===== src/rtl/fp16_dot_issuer.sv =====
// FP16 dot-product issuer: streams buffered operand pairs into an external pipelined
// MAC, then captures the accumulator output that lines up with the final beat.
module fp16_dot_issuer #(
  parameter int DEPTH    = 16,
  parameter int PIPE_LAT = 6
) (
  input  logic                     clock,
  input  logic                     reset,
  input  logic                     wr_en,
  input  logic [$clog2(DEPTH)-1:0] wr_addr,
  input  logic [15:0]              wr_a,
  input  logic [15:0]              wr_b,
  input  logic [$clog2(DEPTH):0]   len,
  input  logic                     start,
  output logic                     busy,
  output logic                     done,
  output logic [15:0]              result,
  output logic                     err,
  output logic                     mac_ivalid,
  output logic                     mac_control,
  output logic [15:0]              mac_a,
  output logic [15:0]              mac_b,
  input  logic                     mac_iready,
  input  logic                     mac_ovalid,
  input  logic [15:0]              mac_dataout
);
  localparam int IW = $clog2(DEPTH);
  localparam int LW = IW + 1;

  typedef enum logic [1:0] {
    IDLE  = 2'd0,
    ISSUE = 2'd1,
    DRAIN = 2'd2
  } state_t;

  state_t              state_r;
  state_t              state_n_s;
  logic [15:0]         buf_a_r [DEPTH];
  logic [15:0]         buf_b_r [DEPTH];
  logic [IW-1:0]       idx_r;
  logic [LW-1:0]       len_r;
  logic [PIPE_LAT-1:0] last_sr_r;
  logic                mac_last_r;
  logic                busy_r;
  logic                done_r;
  logic                err_r;
  logic                mac_ivalid_r;
  logic                mac_control_r;
  logic [15:0]         result_r;
  logic [15:0]         mac_a_r;
  logic [15:0]         mac_b_r;
  logic                start_ok_s;
  logic                start_bad_s;
  logic                beat_s;
  logic                final_s;
  logic                finish_s;

  // Next-state and per-cycle event decode.
  always_comb begin
    state_n_s   = state_r;
    start_ok_s  = 1'b0;
    start_bad_s = 1'b0;
    beat_s      = 1'b0;
    final_s     = 1'b0;
    finish_s    = 1'b0;
    case (state_r)
      IDLE: begin
        if (start) begin
          if ((len != {LW{1'b0}}) && (len <= LW'(DEPTH))) begin
            start_ok_s = 1'b1;
            state_n_s  = ISSUE;
          end else begin
            start_bad_s = 1'b1;
            state_n_s   = IDLE;
          end
        end else begin
          state_n_s = IDLE;
        end
      end
      ISSUE: begin
        if (mac_iready) begin
          beat_s  = 1'b1;
          final_s = ({1'b0, idx_r} == (len_r - LW'(1'b1)));
          if (final_s) begin
            state_n_s = DRAIN;
          end else begin
            state_n_s = ISSUE;
          end
        end else begin
          state_n_s = ISSUE;
        end
      end
      DRAIN: begin
        // The last-flag pipe tracks the MAC latency, so its output marks the final sum.
        if (last_sr_r[PIPE_LAT-1]) begin
          finish_s  = 1'b1;
          state_n_s = IDLE;
        end else begin
          state_n_s = DRAIN;
        end
      end
      default: begin
        state_n_s = IDLE;
      end
    endcase
  end

  // Control state, registered MAC beat outputs and run status.
  always_ff @(posedge clock or posedge reset) begin
    if (reset) begin
      state_r       <= IDLE;
      idx_r         <= {IW{1'b0}};
      len_r         <= {LW{1'b0}};
      last_sr_r     <= {PIPE_LAT{1'b0}};
      mac_last_r    <= 1'b0;
      busy_r        <= 1'b0;
      done_r        <= 1'b0;
      err_r         <= 1'b0;
      mac_ivalid_r  <= 1'b0;
      mac_control_r <= 1'b0;
      result_r      <= 16'h0000;
      mac_a_r       <= 16'h0000;
      mac_b_r       <= 16'h0000;
    end else begin
      state_r       <= state_n_s;
      busy_r        <= (state_n_s != IDLE);
      done_r        <= finish_s;
      mac_ivalid_r  <= beat_s;
      mac_control_r <= beat_s && (idx_r == {IW{1'b0}});
      mac_last_r    <= beat_s && final_s;
      last_sr_r[0]  <= mac_last_r;
      for (int i = 1; i < PIPE_LAT; i++) begin
        last_sr_r[i] <= last_sr_r[i-1];
      end
      if (start_ok_s) begin
        len_r <= len;
        idx_r <= {IW{1'b0}};
      end else if (beat_s) begin
        idx_r <= idx_r + IW'(1'b1);
      end
      if (beat_s) begin
        mac_a_r <= buf_a_r[idx_r];
        mac_b_r <= buf_b_r[idx_r];
      end
      if (start_ok_s) begin
        err_r <= 1'b0;
      end else if (start_bad_s || (finish_s && !mac_ovalid)) begin
        err_r <= 1'b1;
      end
      if (finish_s && mac_ovalid) begin
        result_r <= mac_dataout;
      end
    end
  end

  // Operand buffer, writable only while idle; intentionally not reset.
  always_ff @(posedge clock) begin
    if (wr_en && (state_r == IDLE)) begin
      buf_a_r[wr_addr] <= wr_a;
      buf_b_r[wr_addr] <= wr_b;
    end
  end

  assign busy        = busy_r;
  assign done        = done_r;
  assign err         = err_r;
  assign result      = result_r;
  assign mac_ivalid  = mac_ivalid_r;
  assign mac_control = mac_control_r;
  assign mac_a       = mac_a_r;
  assign mac_b       = mac_b_r;

endmodule


===== config.mk =====
export PLATFORM = sky130hd
export DESIGN_NAME = fp16_dot_issuer
export DESIGN_NICKNAME = d
export VERILOG_FILES = /design/src/rtl/fp16_dot_issuer.sv
export SDC_FILE = /design/constraint.sdc
export NUM_CORES = 1
export LEC_CHECK = 0
export ABC_AREA = 1
export BUFFER_PORTS_ARGS = -buffer_cell sky130_fd_sc_hd__buf_2
export CAP_MARGIN = 20
export CORE_MARGIN = 1
export CORE_UTILIZATION = 61
export DETAILED_ROUTE_END_ITERATION = 8
export HOLD_SLACK_MARGIN = 0.12
export PLACE_DENSITY_LB_ADDON = 0.2
export SETUP_SLACK_MARGIN = 0.2
export SYNTH_ARGS = -nofsm -noshare
export SYNTH_HDL_FRONTEND = slang
export SYNTH_SLANG_ARGS = --single-unit

===== constraint.sdc =====
create_clock -name clock -period 3.3 [get_ports clock]
set_input_delay 0.495 -clock clock [delete_from_list [all_inputs] [get_ports clock]]
set_output_delay 0.495 -clock clock [all_outputs]
set_load 0.05 [all_outputs]

After elaboration in Yosys (flattened, before gate mapping):

Memory sizes are Yosys's and may differ from the RTL's. A register that Yosys moved wholly into a read port is not among the register bits.
Cells that the tools add are included.

* multiplexer cells: 24
* magnitude comparators: 1
* eq/ne operators: 3
* reductions and logical operators: 14
* add/sub/neg operators: 2

Operator list (count)
* 2-to-1 mux 1 bit: 17
* 2-to-1 mux 2 bit: 4
* 2-to-1 mux 4 bit: 2
* logical AND 1 bit: 6
* one-hot mux 2 bit (3 select lines): 1
* nonzero test 2 bit: 3
* == test 4 x 5 -> 1 bit: 1
* <= comparator 5 bit, second input constant: 1
* nonzero test 5 bit: 1
* subtractor 5 x 1 -> 5 bit, second input constant: 1
* adder 4 x 1 -> 4 bit, second input constant: 1
* zero test 4 bit: 1
* == test 2 x 1 -> 1 bit, second input constant: 1
* == test 2 bit, second input constant: 1
* zero test 2 bit: 1
* zero test 1 bit: 1
* logical OR 1 bit: 1

* memories kept: 2
* register bits after elaboration: 39
* input bits: 63
* word-level logic and storage cells: 57
* output and inout bits: 53
* memory bits (writable): 512

Memory list
* buf_a_r: depth 16, bits a word 16, rd ports 1, clocked after memory_dff 1, write ports 1, line 38 `logic [15:0] buf_a_r [DEPTH];`
* buf_b_r: depth 16, bits a word 16, rd ports 1, clocked after memory_dff 1, write ports 1, line 39 `logic [15:0] buf_b_r [DEPTH];`

Logic depth before layout (Yosys ltp):

* depth after elaboration: 8
* gate-level depth with buffers: 10
* gate-level depth less buffers: 9

Worst setup path before layout:

No wires, ideal clock.

* path kind: input to register
* from: in wr_en
* to: mem buf_a_r[10][0], enable pin
* setup time: 0.421 ns
* data required time: 2.879 ns
* cell stages on the path: 3
* buffers on the path: 0
* arrival: 2.388 ns
* path slack: 0.491 ns
* cell sequence: nor3b_1 nand3_1 nor2_1

* longest elaborated chain between the ends: 3

Ends and longest elaborated chain
* start, declared: line 9 `input logic wr_en,`
* logical AND 1 bit: line 158 `if (wr_en && (state_r == IDLE)) begin`
* 2-to-1 mux 1 bit: line 158
* 2-to-1 mux 1 bit (not written as such): line 159 `buf_a_r[wr_addr] <= wr_a;`
* end, declared: line 38

No other way between the ends.

==> results.toml <==
[outcome]
status = "finished, final reports clean"

[clock_tree]
cts.clk_slew.worst_paths_ps = 60
insertion_delay_ps = 610
cts.sinks = 583
cts_buffer_depth = 3
clockRootBuffer = "clkbuf_16"
cts_setup_buffers = 0
cts_resized = 0
ctsHoldBuffers = 17
htreeDepth = 2
numCtsBuffers = 58
cts_tree = "built"

[synthesis]
netlist_instances = 2274
ys_types = 30
synth_area_um2 = 24600
yosysMostFrequentCell = "nand2_1"
yosysSeqAreaShare = 0.697
ys_ff_latch = 583
synth_area_leaders = "edfxtp_1 (62%), nand2_1 (9.8%), nand3_1 (7.3%)"
synth_edf_count = 512
yosys.area.top_type = "edfxtp_1"
yosysWarningCount = 0
syn_nets = 2340
async_flop_share = 0.122
synth_flop_cell = "edfxtp_1"
synthTopCellsByCount = "nand2_1 (643), edfxtp_1 (512), inv_1 (371), nand3_1 (359), dfrtp_1 (71)"
avgSynthCellArea_um2 = 10.8
netlist.area_leader.share = 0.625

[floorplanning]
coreArea_um2 = 39700
rows = 73
ios = 116
initial_utilization = 0.619
die_h_um = 203
dieArea_um2 = 41100
dieWidth_um = 203

[worst_setup_path]
startpoint = "idx_r[0]"
path_cells = "inv_6, buf_12, nand2_1, nand3_1, a21oi_1, nor2_1, a21oi_1"
reg2reg_setup_slack_ps = 720
critical_path_required_ps = 3760
regToRegEndpoint = "mac_b[1]"
path_class = "reg -> reg"
slowest_delay_ps = 670
worst_path_most_repeated_cell = "a21oi_1"
reg2reg_depth = 7
crit_path_top_delay_cell = "dfrtp_4"
timing.rr.start = "idx_r[0]"
startpoint_type = "flip-flop"
worstPathArrival_ps = 3030
crit_end = "mac_b[1]"
cp_max_fo = 62
cp-end-kind = "flip-flop"

[timing]
slew_violations = 0
relSlewSlack = 0.391
period_needed_ps = 2580
fmax_mhz = 388
rsz0062_at_grt = "false"
fin_crit_sh = 0.780
hold_viol = 0
final.setup.tns_ps = 0
setup_viol = 0
worstMarginPinSlew_ps = 912
clock_skew_ps = 12.9

[grt]
grt_max_degree = 147
grt_pass1_wl_mm = 92.2
grt_use_total = 0.300
antenna_found_initial = 1
first_global_vias = 15800
overflow = 0

[flow_run]
drv_cap = 0

[route]
drt_wl_total_mm = 60.6
avgRoutedWirePerCell_um = 20.4
drc = 0
via_count = 16600
antenna_left = 0
drt_iter0_drc = 1805
drt_pass1_iterations = 5
vias_per_cell = 5.59

[final_layout]
diodes = 0
seq_area_um2 = 17200
fillers = 2765
area_growth_syn_to_layout_pct = 13.9
multi_input_area_um2 = 5520
drive_above_1_share = 0.140
nNetsFinal = 2466

[power_and_ir_drop]
finalPower_mw = 15.3
power.density_nw_per_um2 = 545
leakagePower_nw = 11.8
irDropWorstVdd_uv = 431

[placement]
port_buffers = 115
hpwlAfterDp_mm = 35.3
routabilityCongestion = 0.839

[worst_hold_path]
hold_class = "in -> reg"
==> cell usage in the layout, fill, tap and decap left out, types with 3 or more instances in the layout <==
cell	instances
xnor2_1	3
dfrtp_1	67
inv_1	370
edfxtp_1	512
clkbuf_1	17
mux2_2	16
buf_4	31
dlygate4sd3_1	17
xor2_1	5
a21oi_1	54
bufinv_16	5
nand2_1	643
clkbuf_16	59
nor2_4	18
buf_12	15
clkbuf_8	14
buf_2	115
o21ai_0	6
ha_1	3
clkinv_2	13
a21oi_2	11
nand3_1	359
or2_2	33
nor2_1	45
==> state kept, by name, summed over array words and instances (netlist names) <==
register,cells
len_r,5
idx_r,4
buf_a_r,256
busy,1
mac_b,16
mac_ivalid,1
state_r,2
mac_control,1
err,1
mac_last_r,1
done,1
buf_b_r,256
last_sr_r,6
result,16
mac_a,16
==> kinds of logic (layout without fill, tap and decap cells) <==
group	after synthesis	in the layout	synth area share
AO/OA/AOI/OAI	72	72	0.0164
XOR/XNOR	8	8	0.00285
adder cells (fa/ha/maj)	3	3	0.00153
buffers and inverters	488	663	0.0835
flip-flops	583	583	0.697
multiplexers	16	16	0.00732
AND/OR/NAND/NOR	1104	1104	0.191
==> stage by stage <==
stage	util	setup slack [ps]	area, um^2	hold slack, ps	cells
finish	0.705	725	28000	141	2974
global placement	0.651	828	25900	341	2847
detailed placement	0.652	775	25900	340	2848
CTS	0.705	783	28000	127	2974
global route	0.705	620	28000	133	2974
floorplan	-	491	24600	331	2274
==> per-layer routing <==
layer	track usage	wire, um	vias up
met2	0.461	27700	838
li1	-	-	7638
met5	0	13	-
met1	0.444	25900	8039
met3	0.0422	5620	120
met4	0.102	1410	2
==> worst max-delay path, delay by kind of cell (launching register included) <==
| family | cells | cell delay (ps) |
|---|---|---|
| buf+inv | 2 | 800 |
| simple gates | 3 | 730 |
| flops | 1 | 670 |
| compound gates | 2 | 220 |
==> cell type report <==
type / count / area share
clock buffers: 90 / 0.0618
clock inverters: 19 / 0.00821
inverters: 375 / 0.0505
multi-input cells: 1203 / 0.197
flip-flops and latches: 583 / 0.612
well taps: 525 / 0.0234
repair buffers: 179 / 0.0466
==> power breakdown <==
group	leakage [nW]	internal [mW]	total (mW)	switching [mW]
combinational	5.35	0.125	0.497	0.371
clock	0.976	3.99	6.70	2.70
sequential	5.47	8.04	8.07	0.0249
==> worst min-delay path by stage <==
stage,startpoint,endpoint,cells past startpoint,slack [ps]
2_1_floorplan,mac_last_r,last_sr_r[0],0,330
3_3_place_gp,last_sr_r[4],last_sr_r[5],0,340
3_5_place_dp,last_sr_r[3],last_sr_r[4],0,340
4_1_cts,len[2],len_r[2],3,130
5_1_grt,mac_dataout[3],result[3],2,130
6_report,mac_dataout[3],result[3],2,140
Power figures use the tool's default switching activity.
